==> config.mk <==
export PLATFORM = sky130hd
export DESIGN_NAME = spiker_reader
export DESIGN_NICKNAME = d
export VERILOG_FILES = /design/src/rtl/spiker_adapter_pkg.sv /design/src/rtl/spiker_reader.sv
export SDC_FILE = /design/constraint.sdc
export NUM_CORES = 2
export LEC_CHECK = 0
export CORE_AREA = 3 3 329 331
export DETAILED_ROUTE_END_ITERATION = 12
export DIE_AREA = 0 0 332 334
export GPL_ROUTABILITY_DRIVEN = 0
export SKIP_LAST_GASP = 1
export SLEW_MARGIN = 15
export SYNTH_ARGS = -nofsm -noshare
export SYNTH_HDL_FRONTEND = slang
export SYNTH_SLANG_ARGS = --single-unit
==> constraint.sdc <==
create_clock -name clk_i -period 5.6 [get_ports clk_i]
set_clock_uncertainty 0.1 [all_clocks]
set_input_delay 0.84 -clock clk_i [delete_from_list [all_inputs] [get_ports clk_i]]
set_output_delay 0.84 -clock clk_i [all_outputs]
set_load 0.05 [all_outputs]
==> src/rtl/spiker_adapter_pkg.sv <==
// Shared definitions for the spike adapter blocks (register bank <-> spiker core).
// Holds the reader FSM encoding, the beat-count helper and default stream widths.
package spiker_adapter_pkg;

  localparam int unsigned DEF_CHUNK_WIDTH = 16;
  localparam int unsigned DEF_STEP_WIDTH  = 16;

  typedef enum logic [1:0] {
    S_IDLE = 2'd0,
    S_SEND = 2'd1,
    S_DONE = 2'd2
  } reader_state_e;

  // Number of CHUNK-wide beats needed to carry n_bits (ceil division).
  function automatic int unsigned n_beats(input int unsigned n_bits, input int unsigned chunk);
    return (n_bits + chunk - 1) / chunk;
  endfunction

endpackage

==> src/rtl/spiker_reader.sv <==
// spiker_reader: snapshots the input spike register bank on start and streams
// N_SPIKES bits as CHUNK_WIDTH-bit beats over valid/ready, replaying the same
// snapshot for num_steps_i timesteps.
// Ports:
//   clk_i, rst_ni        clock, async active-low reset
//   test_mode_i          no functional effect
//   spikes_i             flattened reg2hw spike words (word i at [(i+1)*WIDTH-1 -: WIDTH])
//   start_i              single-cycle start; num_steps_i latched with it
//   abort_i              synchronous abort of an active transfer
//   spk_data_o/valid_o/ready_i/last_o/step_o  beat stream to the spiker core
//   busy_o               transfer in progress
//   done_o               one-cycle completion pulse
module spiker_reader
  import spiker_adapter_pkg::*;
#(
  parameter int unsigned WIDTH       = 32,
  parameter int unsigned N_SPIKES    = 784,
  parameter int unsigned N_REG       = 25,
  parameter int unsigned CHUNK_WIDTH = DEF_CHUNK_WIDTH,
  parameter int unsigned STEP_WIDTH  = DEF_STEP_WIDTH
) (
  input  logic                   clk_i,
  input  logic                   rst_ni,
  input  logic                   test_mode_i,
  input  logic [N_REG*WIDTH-1:0] spikes_i,
  input  logic                   start_i,
  input  logic [STEP_WIDTH-1:0]  num_steps_i,
  input  logic                   abort_i,
  output logic [CHUNK_WIDTH-1:0] spk_data_o,
  output logic                   spk_valid_o,
  input  logic                   spk_ready_i,
  output logic                   spk_last_o,
  output logic [STEP_WIDTH-1:0]  spk_step_o,
  output logic                   busy_o,
  output logic                   done_o
);

  localparam int unsigned N_BEATS = n_beats(N_SPIKES, CHUNK_WIDTH);
  localparam int unsigned SNAP_W  = N_BEATS * CHUNK_WIDTH;
  localparam int unsigned BEAT_W  = (N_BEATS > 1) ? $clog2(N_BEATS) : 1;
  localparam logic [BEAT_W-1:0] LAST_BEAT = BEAT_W'(N_BEATS - 1);

  if (N_REG * WIDTH < N_SPIKES) begin : g_size_check
    $error("spiker_reader: N_REG*WIDTH must cover N_SPIKES");
  end

  reader_state_e          r_state;
  logic [SNAP_W-1:0]      r_snapshot;
  logic [BEAT_W-1:0]      r_beat_cnt;
  logic [STEP_WIDTH-1:0]  r_step_cnt;
  logic [STEP_WIDTH-1:0]  r_steps_q;
  logic [CHUNK_WIDTH-1:0] r_data;
  logic                   r_valid;
  logic                   r_last;
  logic [STEP_WIDTH-1:0]  r_step;
  logic                   r_busy;
  logic                   r_done;

  logic [SNAP_W-1:0]      w_spikes_ext;
  logic [BEAT_W-1:0]      w_next_beat;
  logic [CHUNK_WIDTH-1:0] w_next_data;
  logic [CHUNK_WIDTH-1:0] w_first_data;
  logic                   w_hs;
  logic                   w_last_beat;
  logic                   w_last_step;
  logic                   w_unused_ok;

  // Bits above N_SPIKES are zero so the final beat is padded with zeros.
  assign w_spikes_ext = SNAP_W'(spikes_i[N_SPIKES-1:0]);
  assign w_next_beat  = r_beat_cnt + BEAT_W'(1);
  // Beat-select mux: data for the beat after the current one, and beat 0.
  assign w_next_data  = r_snapshot[int'(w_next_beat) * CHUNK_WIDTH +: CHUNK_WIDTH];
  assign w_first_data = r_snapshot[CHUNK_WIDTH-1:0];
  assign w_hs         = r_valid & spk_ready_i;
  assign w_last_beat  = (r_beat_cnt == LAST_BEAT);
  assign w_last_step  = (r_step_cnt == r_steps_q - STEP_WIDTH'(1));
  assign w_unused_ok  = ^{test_mode_i, spikes_i};

  // Single-process FSM; outputs are registered alongside the state so that
  // the presented beat always matches the counters one cycle ahead.
  always_ff @(posedge clk_i or negedge rst_ni) begin
    if (!rst_ni) begin
      r_state    <= S_IDLE;
      r_snapshot <= '0;
      r_beat_cnt <= '0;
      r_step_cnt <= '0;
      r_steps_q  <= '0;
      r_data     <= '0;
      r_valid    <= 1'b0;
      r_last     <= 1'b0;
      r_step     <= '0;
      r_busy     <= 1'b0;
      r_done     <= 1'b0;
    end else begin
      unique case (r_state)
        S_IDLE: begin
          r_done <= 1'b0;
          if (start_i) begin
            r_snapshot <= w_spikes_ext;
            r_steps_q  <= num_steps_i;
            r_beat_cnt <= '0;
            r_step_cnt <= '0;
            r_step     <= '0;
            if (num_steps_i == '0) begin
              r_state <= S_DONE;
              r_done  <= 1'b1;
            end else begin
              r_state <= S_SEND;
              r_valid <= 1'b1;
              r_busy  <= 1'b1;
              r_data  <= w_spikes_ext[CHUNK_WIDTH-1:0];
              r_last  <= (N_BEATS == 1);
            end
          end
        end

        S_SEND: begin
          if (abort_i) begin
            r_state    <= S_IDLE;
            r_valid    <= 1'b0;
            r_busy     <= 1'b0;
            r_last     <= 1'b0;
            r_data     <= '0;
            r_step     <= '0;
            r_beat_cnt <= '0;
            r_step_cnt <= '0;
          end else if (w_hs) begin
            if (!w_last_beat) begin
              r_beat_cnt <= w_next_beat;
              r_data     <= w_next_data;
              r_last     <= (w_next_beat == LAST_BEAT);
            end else if (w_last_step) begin
              r_beat_cnt <= '0;
              r_step_cnt <= '0;
              r_state    <= S_DONE;
              r_valid    <= 1'b0;
              r_busy     <= 1'b0;
              r_last     <= 1'b0;
              r_data     <= '0;
              r_step     <= '0;
              r_done     <= 1'b1;
            end else begin
              // Next timestep starts immediately, no bubble.
              r_beat_cnt <= '0;
              r_step_cnt <= r_step_cnt + STEP_WIDTH'(1);
              r_step     <= r_step_cnt + STEP_WIDTH'(1);
              r_data     <= w_first_data;
              r_last     <= (N_BEATS == 1);
            end
          end
        end

        S_DONE: begin
          r_done  <= 1'b0;
          r_state <= S_IDLE;
        end

        default: begin
          r_state <= S_IDLE;
          r_valid <= 1'b0;
          r_busy  <= 1'b0;
          r_last  <= 1'b0;
          r_done  <= 1'b0;
        end
      endcase
    end
  end

  assign spk_data_o  = r_data;
  assign spk_valid_o = r_valid;
  assign spk_last_o  = r_last;
  assign spk_step_o  = r_step;
  assign busy_o      = r_busy;
  assign done_o      = r_done;

endmodule
* After elaboration in Yosys (flattened, before gate mapping)
Index checks and enable logic that the tools add are counted.
** Storage, ports and cells
- Flip-flop bits (word level) :: 843
- Output and inout port bits :: 36
- Logic and storage cells :: 85
** Operators by class
- Add/subtract/negate cells :: 3
- Eq/ne operators :: 14
- Shifts and indexed selects :: 1
- Multiplexer cells :: 45
- Bitwise gates (word level) :: 2
- Reductions and logical operators :: 11
** Operator list (number)
- indexed part select 784 x 11 -> 16 bit :: 1
- 2-to-1 mux 16 bit :: 11
- one-hot mux 16 bit (2 select lines) :: 2
- 2-to-1 mux 6 bit :: 4
- AND reduction 4 bit :: 5
- 2-to-1 mux 1 bit :: 17
- adder 16 x 1 -> 16 bit, second input constant :: 1
- == test 16 bit :: 1
- logical NOT 16 bit :: 1
- subtractor 16 x 1 -> 16 bit, second input constant :: 1
- == test 6 bit, second input constant :: 2
- 2-to-1 mux 2 bit :: 6
- inequality test 2 bit, second input constant :: 6
- one-hot mux 6 bit (2 select lines) :: 1
- inequality test 3 bit, second input constant :: 3
- adder 6 x 1 -> 6 bit, second input constant :: 1
- one-hot mux 1 bit (3 select lines) :: 2
- AND reduction 6 bit :: 1
- one-hot mux 2 bit (2 select lines) :: 1
- AND reduction 3 bit :: 1
- == test 2 x 1 -> 1 bit, second input constant :: 1
- == test 2 bit, second input constant :: 1
- logical NOT 2 bit :: 1
- one-hot mux 1 bit (2 select lines) :: 1
- other kinds (4) :: 4

* Logic depth before layout (Yosys ltp)
- Word-level depth :: 7
- Depth in mapped cells :: 17

* Worst setup path after synthesis
Ideal clock, no wire load.
- Path type :: register to register
- From :: register r_beat_cnt[0]
- To :: register r_data[15], in the netlist spk_data_o[15]
- Data arrival time :: 3867 ps
- Data required time :: 5359 ps
- Slack :: 1491 ps
- Cell stages (with the launch flop) :: 17
- Path buffers :: 8
- Cells stage by stage :: dfrtp_1 buf_2 buf_4 buf_4 inv_1 clkbuf_1 buf_1 ha_1 buf_2 buf_2 clkbuf_1 mux4_2 mux4_2 a221o_1 o41ai_1 or3_1 a31oi_1
** Between the ends
- Word-level cells in the longest chain between the ends :: 6
** Ends and longest elaborated chain
- start, declared :: line spiker_reader.sv:49 : logic [BEAT_W-1:0] r_beat_cnt;
- start signal, assigned :: line spiker_reader.sv:129 : r_beat_cnt <= w_next_beat;
- adder 6 x 1 -> 6 bit :: line spiker_reader.sv:70 : assign w_next_beat = r_beat_cnt + BEAT_W'(1);
- indexed part select 784 x 11 -> 16 bit :: line spiker_reader.sv:72 : assign w_next_data = r_snapshot[int'(w_next_beat) * CHUNK_WIDTH +: CHUNK_WIDTH];
- 2-to-1 mux 16 bit * :: line spiker_reader.sv:128 : if (!w_last_beat) begin
- 2-to-1 mux 16 bit * :: line spiker_reader.sv:127 : end else if (w_hs) begin
- 2-to-1 mux 16 bit * :: line spiker_reader.sv:118 : if (abort_i) begin
- one-hot mux 16 bit (2 select lines) * :: line spiker_reader.sv:95 : unique case (r_state)
- end signal, assigned :: line spiker_reader.sv:111 : r_data <= w_spikes_ext[CHUNK_WIDTH-1:0];
- end signal, assigned :: line spiker_reader.sv:130 : r_data <= w_next_data;
- end signal, assigned :: line spiker_reader.sv:147 : r_data <= w_first_data;
- end, declared :: line spiker_reader.sv:52 : logic [CHUNK_WIDTH-1:0] r_data;
Mark *: on every way between the ends. The rest lies on a longest branch, timed or not. The select of a mux whose other input is x is not followed.
A chain may end at the register's enable or synchronous reset.

* Worst setup path in the final report
- From :: register r_beat_cnt[0]
- To :: register r_data[9], in the netlist spk_data_o[9]
The elaborated chain is that of the path after synthesis.

==> impl_metrics.json <==
{
  "status": "finished, final reports clean",
  "cts.sink_count": 843,
  "core_area_sq_um": 105000,
  "synth-async-reset-ratio": 1.00,
  "layout-area-overhead-vs-synth_pct": 34.0,
  "drt-initial-drc-count": 3135,
  "root_buffer": "clkbuf_16",
  "fillCellCount": 9859,
  "critPathArrivalTime_ns": 5.13,
  "final_common_cell": "nand2_1",
  "cp-start-kind": "flip-flop",
  "wire_per_inst_um": 23.5,
  "die_area_sq_um": 111000,
  "yosysTopAreaCellShare": 0.538,
  "cp_slowest_cell": "xnor2_2",
  "post_cts_buffers": 0,
  "crit_type": "reg -> reg",
  "register_area_sq_um": 21100,
  "tightest_slew_ns": 1.20,
  "multi_input_area_sq_um": 17100,
  "slew_headroom": 0.194,
  "ys_warn_count": 0,
  "min_path_type": "in -> async",
  "drc_errors": 0,
  "first_global_vias": 33300,
  "ys_ff_latch": 843,
  "p_per_area_nw_per_um2": 530,
  "syn_avg_cell_area_sq_um": 9.17,
  "cts_hold_buf": 0,
  "numPortBuffers": 840,
  "dieWidth_um": 332,
  "max_stage_delay_ns": 0.90,
  "holdWs_ns": 0.0934,
  "critical_path_buf_inv_count": 0,
  "clk_latency_ns": 0.67,
  "cts_buffer_depth": 3,
  "cp_max_fo": 20,
  "cap_violations": 0,
  "setup_tns_ns": 0,
  "dp_hpwl_um": 112000,
  "numCtsBuffers": 97,
  "timing.critical_path.from": "r_beat_cnt[0]",
  "slew_viol_final": 0,
  "track_usage": 0.271,
  "fp.dieH_um": 334,
  "mostFrequentLayoutCells": "nand2_1, dfrtp_1, clkdlybuf4s50_1, mux4_2, clkbuf_16",
  "grt_start_max_net_pins": 209,
  "clock.fmax_ghz": 0.216,
  "place_inst": 6282,
  "cts_resized": 0,
  "end_kind": "flip-flop",
  "htree_levels": 3,
  "netlist_instances": 4272,
  "post-route-period-util": 0.827,
  "seq_area_frac_synth": 0.538,
  "synth_cell_type_count": 67,
  "ioPinCount": 858,
  "via_per_inst": 5.21,
  "dr.pass1.iters": 6,
  "antenna_found_initial": 65,
  "synth_area_leader_cell": "dfrtp_1",
  "rsz0062_at_grt": "no",
  "fin_util": 0.498,
  "synth_fp_nets": 5099,
  "grt_pass1_wl_um": 223000,
  "num_rows": 119,
  "vdd_ir_drop_max_mv": 0.301,
  "ys.flop_type": "dfrtp_1",
  "power_w": 0.0278,
  "cp.required_ns": 6.10,
  "fin_nets": 5817,
  "vias": 34000,
  "gr-total-overflow": 0,
  "start_util": 0.372,
  "ys_top_cells_by_area": "dfrtp_1, nand2_1, mux4_2, clkbuf_1, nor2_1",
  "final-instance-count-excl-fill": 6521,
  "synth_area_sq_um": 39200,
  "wirelength_um": 154000,
  "final_antenna_net_count": 0,
  "crit_family": "simple AND/OR/NAND/NOR gates",
  "r2r_start": "r_beat_cnt[0]",
  "setup_viol": 0,
  "drive_gt1_frac": 0.0890,
  "clk_pin_slew_ns": 0.06,
  "synth_edf_count": 0,
  "final.min_clock_period_ns": 4.63,
  "crit_chain": "ha_1, nand3_1, xnor2_2, nand2_1, nor4_1, o41ai_1, or3_1, a31oi_1",
  "cts_tree": "yes",
  "hold_viol": 0,
  "leakage_nw": 24.9
}
## power by group
group          switching, W  total [W]  internal, W  leakage, nW
registers           0.00182     0.0107      0.00893         10.5
logic               0.00614     0.0105      0.00439         12.8
clock network       0.00268    0.00655      0.00387         1.58
total                0.0106     0.0278       0.0172         24.9
## per-layer routing
metal  GRT usage  vias to the layer above  wire (um)
met1       0.362                    16800      63400
met3      0.0633                      288      11800
met2       0.418                     1406      71600
li1            -                    15400          -
met5           0                        -         82
met4       0.130                       12       6700
## cell usage after synthesis (16+ instances only)
| master | n |
|---|---|
| a2111oi_0 | 16 |
| a221o_1 | 18 |
| dfrtp_1 | 843 |
| buf_1 | 23 |
| mux4_2 | 209 |
| a31oi_1 | 17 |
| and3_1 | 19 |
| clkbuf_1 | 219 |
| nand2_1 | 2499 |
| nor2_1 | 94 |
| o41ai_1 | 17 |
| nand3_1 | 17 |
| or3_1 | 17 |
| nor4_1 | 37 |
| buf_2 | 31 |
| xnor2_1 | 17 |
| nor3_1 | 29 |
## through the flow
| stage | cell area, sq um | setup slack [ns] |
|---|---|---|
| 3_3_place_gp | 49100 | 0.979 |
| 4_1_cts | 52400 | 1.13 |
| 5_1_grt | 52500 | 0.795 |
| 2_1_floorplan | 39200 | 1.49 |
| 6_report | 52500 | 0.969 |
| 3_5_place_dp | 49100 | 0.936 |
## worst paths after layout
kind                                   endpoint  slack (ns)  cells past startpoint
worst min-delay path            r_snapshot[516]        0.09                      1
min in group clk_i              r_snapshot[477]        0.37                      2
worst max-delay path              spk_data_o[9]        0.97                      8
worst max register to register    spk_data_o[9]        0.97                      8
max in group asynchronous       r_snapshot[455]        3.93                      2
worst min register to register  r_snapshot[477]        0.37                      2
## registers in the layout, indices dropped and copies added (netlist names)
name        flops
done_o          1
r_state         2
r_beat_cnt      6
r_snapshot    784
busy_o          1
spk_last_o      1
spk_data_o     16
r_steps_q      16
spk_step_o     16
## worst reg2reg max path, cell delays in order, from the launching register on
cell,delay (ns)
dfrtp_4,0.71
ha_1,0.50
nand3_1,0.30
xnor2_2,0.90
nand2_1,0.75
nor4_1,0.68
o41ai_1,0.13
or3_1,0.33
a31oi_1,0.16
## final cells by class
type / count / share of cell area
inverters: 10 / 0.000715
clock inverters: 34 / 0.00839
clock buffers: 144 / 0.0538
diodes: 61 / 0.00291
multi-input cells: 3140 / 0.325
well taps: 1391 / 0.0331
flip-flops and latches: 843 / 0.402
repair buffers: 898 / 0.174
## logic make-up (layout without fill, tap and decap cells)
logic type / Yosys count / in the layout / synth area share
simple gates: 2748 / 2748 / 0.274
flops: 843 / 843 / 0.538
fa+ha+maj: 5 / 5 / 0.00160
other cells: 0 / 61 / 0
mux: 212 / 212 / 0.121
xor+xnor: 32 / 32 / 0.00715
buf+inv: 289 / 1086 / 0.0294
compound gates: 143 / 143 / 0.0290
No activity file was read; power rests on OpenSTA's default activity.
